===== src/rtl/tone_seq_ctrl.sv =====
// Melody sequencer: buffers (note, duration) pairs and plays them onto key_pad.
// Optional inter-note silence is compiled in with `define TONE_SEQ_GAP_EN.
module tone_seq_ctrl #(
  parameter int DEPTH     = 16,
  parameter int TICK_DIV  = 100_000,
  parameter int DUR_W     = 8,
  parameter int GAP_TICKS = 10
) (
  input  logic                       sys_clk,
  input  logic                       sys_rst_n,
  input  logic                       wr_en,
  input  logic [3:0]                 wr_note,
  input  logic [DUR_W-1:0]           wr_dur,
  output logic                       wr_full,
  input  logic                       clear,
  input  logic                       start,
  input  logic                       stop,
  input  logic                       loop,
  output logic [3:0]                 key_pad,
  output logic                       busy,
  output logic [$clog2(DEPTH)-1:0]   note_idx,
  output logic                       done
);

  localparam int IW = $clog2(DEPTH);
  localparam int PW = (TICK_DIV > 1) ? $clog2(TICK_DIV) : 1;

  localparam logic [1:0] S_IDLE  = 2'd0;
  localparam logic [1:0] S_FETCH = 2'd1;
  localparam logic [1:0] S_PLAY  = 2'd2;
`ifdef TONE_SEQ_GAP_EN
  localparam logic [1:0] S_GAP   = 2'd3;
  localparam int         GW      = $clog2(GAP_TICKS + 2);
`endif

  localparam logic [IW:0]   CNT_ONE = 1;
  localparam logic [IW-1:0] IDX_ONE = 1;

  logic [1:0]       state;
  logic [3:0]       note_mem [DEPTH];
  logic [DUR_W-1:0] dur_mem  [DEPTH];
  logic [IW:0]      count;
  logic [PW-1:0]    presc;
  logic [DUR_W-1:0] dur_cnt;
  logic             loop_q;
  logic             tick;
  logic             last;
  logic             wr_ok;
`ifdef TONE_SEQ_GAP_EN
  logic [GW-1:0]    gap_cnt;
`else
  logic             unused_gap;
  assign unused_gap = ^GAP_TICKS;
`endif

  assign busy    = (state != S_IDLE);
  assign wr_full = (count == (IW+1)'(DEPTH));
  assign tick    = (presc == PW'(TICK_DIV - 1));
  assign last    = (({1'b0, note_idx} + CNT_ONE) == count);
  // clear beats a same-cycle write; nothing is accepted while playing
  assign wr_ok   = (state == S_IDLE) && wr_en && !clear && !wr_full;

  // Out-of-range tone codes become rests, zero durations become one tick
  always_ff @(posedge sys_clk) begin
    if (wr_ok) begin
      note_mem[count[IW-1:0]] <= (wr_note > 4'd12) ? 4'd0 : wr_note;
      dur_mem[count[IW-1:0]]  <= (wr_dur == '0) ? DUR_W'(1) : wr_dur;
    end
  end

  always_ff @(posedge sys_clk or negedge sys_rst_n) begin
    if (!sys_rst_n) begin
      count <= '0;
    end else if (state == S_IDLE) begin
      if (clear)      count <= '0;
      else if (wr_ok) count <= count + CNT_ONE;
    end
  end

  always_ff @(posedge sys_clk or negedge sys_rst_n) begin
    if (!sys_rst_n) begin
      state    <= S_IDLE;
      key_pad  <= '0;
      note_idx <= '0;
      done     <= 1'b0;
      presc    <= '0;
      dur_cnt  <= '0;
      loop_q   <= 1'b0;
`ifdef TONE_SEQ_GAP_EN
      gap_cnt  <= '0;
`endif
    end else begin
      done <= 1'b0;
      if (stop && state != S_IDLE) begin
        state    <= S_IDLE;
        key_pad  <= '0;
        note_idx <= '0;
        presc    <= '0;
      end else begin
        case (state)
          S_IDLE: begin
            if (start && !stop && count != '0) begin
              state    <= S_FETCH;
              note_idx <= '0;
              loop_q   <= loop;
            end
          end
          S_FETCH: begin
            dur_cnt <= dur_mem[note_idx];
            key_pad <= note_mem[note_idx];
            presc   <= '0;
            state   <= S_PLAY;
          end
          S_PLAY: begin
            presc <= tick ? '0 : presc + PW'(1);
            if (tick) begin
              if (dur_cnt == DUR_W'(1)) begin
`ifdef TONE_SEQ_GAP_EN
                if (!last || loop_q) begin
                  state   <= S_GAP;
                  key_pad <= '0;
                  gap_cnt <= GW'(GAP_TICKS);
                end else begin
                  state    <= S_IDLE;
                  key_pad  <= '0;
                  note_idx <= '0;
                  done     <= 1'b1;
                end
`else
                if (!last) begin
                  note_idx <= note_idx + IDX_ONE;
                  state    <= S_FETCH;
                end else if (loop_q) begin
                  note_idx <= '0;
                  state    <= S_FETCH;
                end else begin
                  state    <= S_IDLE;
                  key_pad  <= '0;
                  note_idx <= '0;
                  done     <= 1'b1;
                end
`endif
              end else begin
                dur_cnt <= dur_cnt - DUR_W'(1);
              end
            end
          end
`ifdef TONE_SEQ_GAP_EN
          S_GAP: begin
            presc <= tick ? '0 : presc + PW'(1);
            if (tick) begin
              if (gap_cnt <= GW'(1)) begin
                // only a latched loop reaches here from the last slot
                note_idx <= last ? '0 : note_idx + IDX_ONE;
                state    <= S_FETCH;
              end else begin
                gap_cnt <= gap_cnt - GW'(1);
              end
            end
          end
`endif
          default: state <= S_IDLE;
        endcase
      end
    end
  end

endmodule


===== config.mk =====
export PLATFORM = sky130hd
export DESIGN_NAME = tone_seq_ctrl
export DESIGN_NICKNAME = d
export VERILOG_FILES = /design/src/rtl/tone_seq_ctrl.sv
export SDC_FILE = /design/constraint.sdc
export NUM_CORES = 1
export LEC_CHECK = 0
export ABC_AREA = 1
export CORE_AREA = 10 10 133 256
export CTS_CLUSTER_SIZE = 25
export DETAILED_ROUTE_END_ITERATION = 8
export DIE_AREA = 0 0 143 266
export SLEW_MARGIN = 20
export SYNTH_ARGS = -nofsm -noshare
export SYNTH_HDL_FRONTEND = slang
export SYNTH_SLANG_ARGS = --single-unit

===== constraint.sdc =====
create_clock -name sys_clk -period 2.35 [get_ports sys_clk]
set_clock_uncertainty 0.05 [all_clocks]
set_input_delay 0.47 -clock sys_clk [delete_from_list [all_inputs] [get_ports sys_clk]]
set_output_delay 0.47 -clock sys_clk [all_outputs]
set_load 0.02 [all_outputs]

; ---- Word-level counts from Yosys, hierarchy flattened
; Memories as Yosys holds them, arrays and structs flattened.
; Cells that the tools add are included.
[totals]
rom_bits = 0
latch_bits = 0
n_memories = 2
mem_bits_rw = 192
wordCells = 90
out_inout_bits = 11
ff_bits = 42
[op_classes]
n_addsub = 5
reduce_logical = 23
div = 0
shifts = 0
eq_ne = 13
mux = 37
magnitude_cmp = 1
bitwise = 1
mul = 0
[mem_list]
columns = name, depth, word_bits, rd, rd_ports_with_merged_regs, wr, line_no
row1 = dur_mem, 16, 8, 1, 0, 1, 41  ; logic [DUR_W-1:0] dur_mem [DEPTH];
row2 = note_mem, 16, 4, 1, 0, 1, 40  ; logic [3:0] note_mem [DEPTH];
[op_table]
columns = operator, count
row1 = 2-to-1 mux 4 bit, 11
row2 = 2-to-1 mux 17 bit, 2
row3 = one-hot mux 17 bit (2 select lines), 1
row4 = 2-to-1 mux 8 bit, 3
row5 = "adder 17 x 1 -> 17 bit, second input constant", 1
row6 = "== test 17 bit, second input constant", 1
row7 = one-hot mux 4 bit (2 select lines), 2
row8 = one-hot mux 8 bit (2 select lines), 1
row9 = "!= test 3 bit, second input constant", 4
row10 = 2-to-1 mux 1 bit, 10
row11 = 2-to-1 mux 5 bit, 2
row12 = "== test 8 x 1 -> 1 bit, second input constant", 1
row13 = zero test 8 bit, 1
row14 = 2-to-1 mux 2 bit, 4
row15 = AND reduction 4 bit, 2
row16 = "subtractor 8 x 1 -> 8 bit, second input constant", 1
row17 = logical AND 1 bit, 6
row18 = one-hot mux 2 bit (3 select lines), 1
row19 = AND reduction 3 bit, 2
row20 = nonzero test 2 bit, 3
row21 = nonzero test 3 bit, 2
row22 = "adder 4 x 1 -> 5 bit, second input constant", 1
row23 = "adder 5 x 1 -> 5 bit, second input constant", 1
row24 = == test 5 bit, 1
row25 = other kinds (13), 16

; ---- Depth between registers and ports, before layout
; Gate-level depths: netlist (run 1).
[logic_depth]
ltp_word = 7
ltp_mapped = 13
depth_no_buf = 12

; ---- Least setup slack after synthesis (run 1)
; OpenSTA, ideal clock, no wires.
[synth_path]
path_kind = reg2reg
from = register state[0]
to = memory dur_mem[12][0] (enable)
period_less_slack_ns = 2.376
setup_ns = 0.396
arrival_time_ns = 1.929
path_stages_with_launch = 7
n_path_buf = 0
slack_ns = -0.026
required_time_ns = 1.904
path_cell_list = dfrtp_1 inv_1 ha_1 nand2_1 nor2_1 o21ai_4 nor3_1
[synth_between]
elab_chain_cells = 6
[synth_rtl]
columns = item, line_no
row1 = start: declaration, 39  ; logic [1:0] state;
row2 = start signal: assignment, 82  ; state <= S_IDLE;
row3 = start signal: assignment, 95  ; state <= S_IDLE;
row4 = start signal: assignment, 103  ; state <= S_FETCH;
row5 = zero test 2 bit, 61  ; assign wr_ok = (state == S_IDLE) && wr_en && !clear && !wr_full;
row6 = logical AND 1 bit (3 in a row), 61
row7 = 2-to-1 mux 1 bit, 65  ; if (wr_ok) begin
row8 = 2-to-1 mux 1 bit, 67  ; dur_mem[count[IW-1:0]] <= (wr_dur == '0) ? DUR_W'(1) : wr_dur;
row9 = end: declaration, 41
; Every way passes these cells.

; ---- Final worst setup path (run 1)
[layout_path]
from = register note_idx[3]
to = output port note_idx[3]
[layout_rtl]
columns = item, line_no
row1 = start: declaration, 21  ; output logic [$clog2(DEPTH)-1:0] note_idx,
row2 = start signal: assignment, 131  ; note_idx <= note_idx + IDX_ONE;
; No word-level cell between the ends.

==> flow_metrics.tcl, run 1 <==
set metrics [dict create \
    fp-row-count 90 \
    synthToLayoutAreaGrowth_pct 16.3 \
    drt_first_iter_violations 586 \
    worstSetupPathDepth 1 \
    power_density_of_the_placed_cells_mw_per_mm2 998 \
    netlist_instances 1058 \
    place_area_mm2 0.0116 \
    grt_setup_unrepaired "false" \
    critical_path_class "flip-flop to output port" \
    buffer_ports.inserted 29 \
    ys_warn_count 0 \
    cts_tree "built" \
    finalCriticalPeriod_ns 2.29 \
    grt_first_pass_wirelength_um 46200 \
    p_comb_share_pct 30.8 \
    synth.yosys.seq_area_share_pct 64.3 \
    fp.dieW_um 143 \
    design_power_total_mw 12.3 \
    drtAntennaViolNets 0 \
    layout.cells.most_common "nand2_1" \
    core_area_mm2 0.0301 \
    tightestPinTransition_ns 0.552 \
    per_cell_routed_wire_length_um 20.1 \
    grt_max_degree 54 \
    drc 0 \
    finish.instance_area_mm2 0.0123 \
    cts-htree-levels 1 \
    dr.pass1.iters 5 \
    grt_pass1_vias 7950 \
    timing.fmax_ghz 0.437 \
    clk_path_buf_depth 3 \
    worst_path_max_delay_cell "clkdlybuf4s50_1" \
    finalSetupViolCount 0 \
    antenna_cells 0 \
    clk_root_buffer_cell "clkbuf_16" \
    path_max_fanout 7 \
    critPathArrivalTime_ns 1.77 \
    vias_per_cell 5.07 \
    switching_share_pct 36.1 \
    num_vias 7633 \
    report.final.hold_viol_count 0 \
    initial_antenna_violation_count 0 \
    required_ns 1.83 \
    reg2regPathDepth 11 \
    max_cap_violations 0 \
    clkSinkCount 234 \
    timing.hold.worst.class "input pin to async pin" \
    timing.critical_path.buf_inv 1 \
    status "finished clean" \
    critical-path-max-stage-delay_ns 0.69 \
    cts-buffers-inserted 22 \
    y_dimension_of_the_die_um 266 \
    synth.distinct_cells 38 \
    final.setup.tns_ns 0 \
    seqCellArea_mm2 0.00682 \
    peakVddDrop_mv 0.455 \
    final_max_slew_viol_count 0 \
    critical_path.top_delay_family "buffers and inverters" \
    finalHoldWorstSlack_ns 0.416 \
    layout.cells.most_common_list "nand2_1 (243), edfxtp_1 (192), nor2_1 (159), nand3_1 (101), inv_1 (77)" \
    switching_power_mw 4.45 \
    crit_path_cell_trace "clkdlybuf4s50_1" \
    io_pins 30 \
    place_hpwl_um 21300 \
    die_area_mm2 0.0380 \
    internal_power_mw 7.86 \
    grt.overflow.total 0 \
    syn-num-nets 1089 \
    synthesis_stage_register_bit_count 234 \
    setup.worst_path.end_class "output port" \
    post_synth_instance_area_mm2 0.0106 \
    grt.total_usage_pct 16.2 \
    final_min_period_over_clock_period_pct 97.3 \
    multiInputGateArea_mm2 0.00320 \
    postSynthAreaPerCell_um2 10.0 \
    clk_latency_ns 0.53 \
    sequentialPowerShare_pct 40.3 \
    n_fill_cell 2824 \
    slew_headroom_pct 63.2 \
    clock_power_share_pct 29.0 \
    place.gp.congestion 1.02 \
    leakage_nw 4.83 \
    wl_um 30200 \
    nets_final 1152 \
    starting_utilization_of_the_core_area_pct 35.3 \
    startpoint_types "flip-flop" \
    share_of_cells_above_drive_strength_1_pct 12.0 \
    clock_slew_at_the_register_clock_pins_of_the_worst_setup_and_hold_paths_ns 0.07 \
]
state kept, by name, indices dropped and copies added, names as in the netlist:
signal and cells:
count 5, done 1, dur_cnt 8, dur_mem 128, key_pad 4, loop_q 1
note_idx 4, note_mem 64, presc 17, state 2
routing by layer:
metal | vias to the layer above | wire length (um) | track usage, % | part of all wire (%)
met5 | - | 0 | 0 | 0
li1 | 3677 | - | - | -
met2 | 220 | 17100 | 31.4 | 57
met4 | 0 | 1810 | 10.2 | 6.0
met1 | 3665 | 9990 | 15.4 | 33
met3 | 71 | 1330 | 1.66 | 4.4
through the flow:
step | worst slack (ns) | instances | utilization [%]
finish | 0.0630 | 1505 | 41.0
global route | 0.0329 | 1505 | 41.0
CTS | 0.00973 | 1504 | 41.0
detailed placement | 0.0301 | 1462 | 38.6
global placement | 0.0273 | 1462 | 38.6
floorplan | -0.0258 | 1058 | -
layout make-up:
cell class,count,share of cell area [%]
flip-flops and latches,234,55.3
multi-input cells,689,25.9
repair buffers,90,6.62
clock buffers,27,4.79
well taps,368,3.73
inverters,84,2.60
clock inverters,13,0.984
path summary, 6_finish.rpt:
path	end	from	slack, ns
max	note_idx[3]	note_idx[3]	0.06
min	count[4]	sys_rst_n	0.42
max reg2reg	dur_cnt[3]	note_idx[0]	0.20
min reg2reg	key_pad[1]	key_pad[1]	0.44
max in group asynchronous	done	sys_rst_n	1.11
min in group sys_clk	key_pad[1]	key_pad[1]	0.44
power groups by stage:
stage	Sequential [mW]	Clock (mW)	Combinational, mW
finish	4.96	3.56	3.79
global route	4.98	3.74	4.20
CTS	4.95	3.62	3.79
detailed placement	5.04	0	3.75
global placement	5.04	0	3.72
floorplan	5.00	0	2.43
cells by family (layout without fill, tap and decap cells):
logic type | Yosys count | count (layout) | synth area share, %
and+or+nand+nor | 559 | 559 | 22.4
DFF | 234 | 234 | 64.3
adders and majority gates | 12 | 12 | 1.42
AOI/OAI and AO/OA | 114 | 114 | 5.78
xor gates and xnor gates | 4 | 4 | 0.330
buffers and inverters | 135 | 214 | 5.76
synth_stat cells (all sizes together):
library cell	instances	share of area, %
nand3	104	5.0
nand4	8	0.53
nor4	2	0.12
a21oi	32	1.5
nor3	25	1.3
o211ai	8	0.57
nor2	165	6.0
or2	1	0.059
edfxtp	192	54
xor2	3	0.25
buf	31	2.0
nand3b	1	0.071
o21ai	70	3.4
dfrtp	42	9.9
a21o	1	0.071
a211oi	1	0.071
a31oi	2	0.12
xnor2	1	0.083
inv	84	3.0
nand2	250	9.2
clkbuf	20	0.71
and3	3	0.18
ha	12	1.4
timing repair:
action,4_1_cts,5_1_grt
pin swaps,0,0
hold buffers,1,0
gates resized for setup,10,3
setup buffers,1,1
endpoints found under the hold margin,20,0
setup endpoints to repair,2,3
Note: power is estimated with default switching activity, not from simulation.
==> run 2, diff against run 1 <==
--- a/config.mk
+++ b/config.mk
@@ -7,4 +7,5 @@
 export LEC_CHECK = 0
 export ABC_AREA = 1
+export ABC_CLOCK_PERIOD_IN_PS = 2350
 export CORE_AREA = 10 10 133 256
 export CTS_CLUSTER_SIZE = 25
==> constraint.sdc (replaced) <==
create_clock -name sys_clk -period 2.35 [get_ports sys_clk]
set_clock_uncertainty 0.05 [all_clocks]
set_input_delay 0.235 -clock sys_clk [delete_from_list [all_inputs] [get_ports sys_clk]]
set_output_delay 0.235 -clock sys_clk [all_outputs]
set_load 0.02 [all_outputs]
==> run 2 against run 1 <==
Effect of this change:
- count of clock-buffer cells in the layout stayed put
- clock power grew 12%
- largest power group unchanged
- critical endpoint is now note_idx[1]
- die area unchanged
- final cell count shrank 0.80%
- total power rose by 1.4%
- combinational power fell by 6.3%
- first-iteration DRC count shrank 13%
- worst hold slack got worse by 0.15 ns
- worst setup slack worse by 0.017 ns
- utilization hardly changed
- sequential power about the same
==> flow_metrics.tcl, run 2 (synthesized netlist as in run 1, its figures left out) <==
set metrics [dict create \
    grt_first_pass_wirelength_um 44000 \
    startpoint_types "flip-flop" \
    utilization_pct 41.0 \
    post-route-worst-setup-slack_ns 0.0456 \
    wl_um 28600 \
    core_area_mm2 0.0301 \
    critical-path-max-stage-delay_ns 0.66 \
    leakage_nw 4.81 \
    cts-buffers-inserted 22 \
    y_dimension_of_the_die_um 266 \
    synthToLayoutAreaGrowth_pct 16.2 \
    critPathArrivalTime_ns 2.02 \
    switching_share_pct 33.8 \
    per_cell_routed_wire_length_um 19.2 \
    io_pins 30 \
    report.final.hold_viol_count 0 \
    drtAntennaViolNets 0 \
    peakVddDrop_mv 0.514 \
    setup.worst_path.end_class "output port" \
    clk_path_buf_depth 3 \
    tightestPinTransition_ns 0.760 \
    status "finished clean" \
    place.gp.congestion 0.867 \
    power_density_of_the_placed_cells_mw_per_mm2 1010 \
    final_max_slew_viol_count 0 \
    share_of_cells_above_drive_strength_1_pct 10.5 \
    grt.total_usage_pct 15.1 \
    critical_path_class "flip-flop to output port" \
    seqCellArea_mm2 0.00682 \
    nets_final 1142 \
    cts_tree "built" \
    grt_max_degree 67 \
    slew_headroom_pct 49.4 \
    fp.dieW_um 143 \
    num_vias 7577 \
    p_comb_share_pct 28.5 \
    final_min_period_over_clock_period_pct 98.1 \
    timing.hold.worst.class "input pin to async pin" \
    initial_antenna_violation_count 0 \
    clk_root_buffer_cell "clkbuf_16" \
    worst_path_max_delay_cell "clkdlybuf4s50_1" \
    clock_power_share_pct 31.8 \
    internal_power_mw 8.26 \
    multiInputGateArea_mm2 0.00320 \
    antenna_cells 0 \
    crit_path_cell_trace "buf_6, clkdlybuf4s50_1" \
    n_fill_cell 2844 \
    grt_setup_unrepaired "false" \
    die_area_mm2 0.0380 \
    dr.pass1.iters 5 \
    drc 0 \
    grt.overflow.total 0 \
    buffer_ports.inserted 29 \
    max_ffs_per_register 128 \
    place_hpwl_um 20300 \
    sequentialPowerShare_pct 39.7 \
    starting_utilization_of_the_core_area_pct 35.3 \
    clk_latency_ns 0.51 \
    fp-row-count 90 \
    max_cap_violations 0 \
    drt_first_iter_violations 507 \
    layout.cells.most_common "nand2_1" \
    finalSetupViolCount 0 \
    clkSinkCount 234 \
    finalCriticalPeriod_ns 2.30 \
    path_max_fanout 25 \
    layout.cells.most_common_list "nand2_1 (243), edfxtp_1 (192), nor2_1 (160), nand3_1 (101), inv_1 (78)" \
    final.setup.tns_ns 0 \
    vias_per_cell 5.08 \
    clock_slew_at_the_register_clock_pins_of_the_worst_setup_and_hold_paths_ns 0.06 \
    required_ns 2.07 \
    grt_pass1_vias 7689 \
    switching_power_mw 4.23 \
    cts-htree-levels 1 \
    placement.setup.worst_slack_ns 0.152 \
    post-cts-setup-buffer-count 0 \
    timing.fmax_ghz 0.434 \
]
==> run 2: cell count changes in the layout (fill, tap and decap cells not counted), sizes merged <==
| cell | change |
|---|---|
| bufinv | +5 |
| buf | -11 |
| inv | -3 |
| clkinvlp | -1 |
| clkbuf | +1 |
| clkdlybuf4s15 | -1 |
| dlygate4sd2 | +1 |
| clkinv | -3 |
==> run 2: stage by stage <==
step | power [mW] | cell area, um2 | instances | hold slack [ns]
after floorplan | 7.43 | 10600 | 1058 | -0.111
after global placement | 8.57 | 11500 | 1454 | 0.291
after detailed placement | 8.61 | 11500 | 1454 | 0.301
after CTS | 12.6 | 12300 | 1493 | 0.257
after global routing | 13.1 | 12300 | 1493 | 0.317
final | 12.5 | 12300 | 1493 | 0.266
==> run 2: path summary, 6_finish.rpt <==
kind / from / to / slack [ns] / cells past startpoint
min in group sys_clk: loop / loop_q / 0.27 / 3
hold reg to reg: dur_cnt[7] / dur_cnt[7] / 0.43 / 2
max in group asynchronous: sys_rst_n / done / 1.36 / 3
hold / removal: sys_rst_n / count[4] / 0.27 / 2
setup reg to reg: state[0] / key_pad[0] / 0.24 / 11
setup / recovery: note_idx[1] / note_idx[1] / 0.05 / 2
==> run 2: final cells by class <==
| class | count | area share, % |
|---|---|---|
| Clock buffer | 27 | 4.79 |
| Sequential cell | 234 | 55.3 |
| Multi-Input combinational cell | 689 | 26.0 |
| Tap cell | 368 | 3.73 |
| Timing Repair Buffer | 80 | 5.83 |
| Clock inverter | 11 | 1.76 |
| Inverter | 84 | 2.60 |
==> run 2: worst max-delay path, delay by kind of cell, from the launching register on <==
| kind | cells | cell delay, ns |
|---|---|---|
| flops | 1 | 0.54 |
| buf+inv | 2 | 0.95 |
==> run 2: metal layers <==
layer	wire length (um)	vias up	track usage (%)	part of all wire, %
met1	9660	3618	15.0	34
met2	16100	223	28.8	56
met5	0	-	0	0
li1	-	3662	-	-
met3	1210	74	1.57	4.2
met4	1710	0	9.41	6.0
==> run 2: timing repair <==
action                                  CTS  global route
hold buffers                              1             0
endpoints found under the hold margin    27             0
resized for setup                         3             4
cloned                                    0             0
endpoints found under the setup margin    3             5
==> run 2: power groups by stage <==
stage	clock, mW	combinational, mW	sequential, mW
finish	3.97	3.55	4.96
global route	4.19	3.96	4.99
CTS	4.05	3.57	4.97
detailed placement	0	3.56	5.05
global placement	0	3.53	5.04
floorplan	0	2.43	5.00
==> RTL edit (flow settings as in run 1) <==
`DUR_W`: 8 -> 10.
--- a/src/rtl/tone_seq_ctrl.sv
+++ b/src/rtl/tone_seq_ctrl.sv
@@ -3,7 +3,7 @@
 module tone_seq_ctrl #(
   parameter int DEPTH     = 16,
   parameter int TICK_DIV  = 100_000,
-  parameter int DUR_W     = 8,
+  parameter int DUR_W     = 10,
   parameter int GAP_TICKS = 10
 ) (
   input  logic                       sys_clk,
Interface: changed (resized wr_dur); port bits go from 30 to 32. No check against the original RTL was run, so the function may have changed too.
==> RTL edit against run 1 <==
  * Sequential share of layout area grew 0.40 points
  * Wire length is 1.8% higher
  * Power is 11% higher
  * Sequential cell count up 34
  * Area after synthesis increased by 14%
  * First-iteration DRC count grew 0.68%
  * Worst setup slack lost 0.011 ns
  * Final area up 14%
  * Critical path type unchanged
  * Critical endpoint is now note_idx[1]
  * Highest routed layer unchanged
==> RTL edit: results (changes against run 1) <==
[synth]
synth-edff-count=224  ; +17%
ys_top_cells_by_count=nand2_1, edfxtp_1, nor2_1
postSynthCellCount=1226  ; +16%
synthesis.nets=1259  ; +16%
synth_cell_types=36  ; -5.3%
yosysSeqAreaShare_pct=64.80  ; +0.53 points
netlist_top_cells_area=edfxtp_1, nand2_1, dfrtp_1

[sta]
relSlewSlack_pct=69.30  ; +6.1 points

[pwr]
switchingPower_mw=4.573  ; +2.8%
vdd_drop_max_uv=495.3  ; +8.9%
leakagePower_nw=5.650  ; +17%

[finish]
largest_reg_flops=160  ; +25%
layout-drive-gt1-share_pct=10.53  ; -1.4 points

[outcome]
status=completed

[global_route]
grt_pass1_vias=8651  ; +8.8%
grt_max_degree=49  ; -9.3%
grtUsageTotal_pct=16.37  ; +0.21 points

[clock_network]
cts_buffers=25  ; +14%
cts_setup_buffers=0  ; -1

[drt]
drt_iter0_drc=590  ; +0.68%
vias=8544  ; +12%

[worst_setup_path]
setup.worst_path.start=note_idx[1]$_DFFE_PN0P_
reg2reg_depth=9  ; -2
endpoint=note_idx[1]
critPathMaxFanout=29  ; +22
reg2reg_slack_ns=0.17  ; -0.03 ns
timing.rr.end=dur_mem[2][7]$_DFFE_PP_

[placement]
hpwl_um=21280  ; +0.13%
port_buffers=31  ; +6.9%
dp.cells=1634  ; +12%
gp_congestion=0.8852  ; -13%

[RTL edit: changes by cell type after synthesis, moves of 3 or more]
cell / change
nand3_1: +22
buf_2: +12
xor2_1: -3
nand2_1: +60
inv_1: +32
o21ai_0: +3
o211ai_1: -8
a21oi_1: +10
buf_6: -7
buf_4: +3
nor3_1: +11
edfxtp_1: +32
[RTL edit: power by group through the flow]
stage	Clock (mW)	Combinational, mW	Sequential [mW]
floorplan	0	2.63	5.71
global placement	0	3.83	5.74
detailed placement	0	3.87	5.74
CTS	4.24	3.89	5.64
global route	4.42	4.38	5.67
finish	4.15	3.87	5.64
[RTL edit: worst max-delay path, stage by stage, from the launching register on]
cell and delay [ns]:
dfrtp_2 0.40, buf_12 0.21, clkdlybuf4s50_1 0.64
[RTL edit: cell families after synthesis]
| logic type | synth area share [%] |
|---|---|
| xor gates and xnor gates | 0.07252 |
| and+or+nand+nor | 22.81 |
| adders and majority gates | 1.243 |
| DFF | 64.80 |
| buffers and inverters | 5.977 |
| AOI/OAI and AO/OA | 5.096 |
[RTL edit: how the worst min path moves through the flow]
stage / endpoint / slack (ns) / start
after floorplan: count[0]$_DFFE_PN0P_ / 0.12 / sys_rst_n
after global placement: key_pad[2]$_DFFE_PN0P_ / 0.28 / sys_rst_n
after detailed placement: key_pad[3]$_DFFE_PN0P_ / 0.28 / sys_rst_n
after CTS: key_pad[3]$_DFFE_PN0P_ / 0.26 / sys_rst_n
after global routing: key_pad[1]$_DFFE_PN0P_ / 0.29 / sys_rst_n
final: key_pad[3]$_DFFE_PN0P_ / 0.27 / sys_rst_n
[RTL edit: per-layer routing]
| metal | up-vias | GRT usage (%) | share of wire, % |
|---|---|---|---|
| li1 | 4223 | - | - |
| met5 | - | 0 | 0 |
| met3 | 82 | 1.981 | 3.8 |
| met2 | 198 | 30.70 | 55 |
| met1 | 4041 | 17.10 | 36 |
| met4 | 0 | 8.683 | 4.7 |
[RTL edit: cell type report]
cell class,instances,area [sq um]
clock buffers,26,629.4
clock inverters,17,205.2
fillers,2730,16010
inverters,114,427.9
multi-input cells,785,3547
flip-flops and latches,268,7833
well taps,368,460.4
repair buffers,100,952.2
[RTL edit: per-stage QoR]
stage | hold slack (ns) | cell area (sq um) | worst slack, ns
2_1_floorplan | 0.1244 | 12080 | -0.1485
3_3_place_gp | 0.2801 | 13220 | 0.05051
3_5_place_dp | 0.2788 | 13220 | 0.04795
4_1_cts | 0.2598 | 14060 | 0.01304
5_1_grt | 0.2933 | 14050 | 0.01252
6_report | 0.2737 | 14050 | 0.05239
[RTL edit: repair_timing]
item,4_1_cts,5_1_grt
resized for setup,8,2
hold endpoints to repair,29,0
endpoints found under the setup margin,3,1
hold buffers,1,0
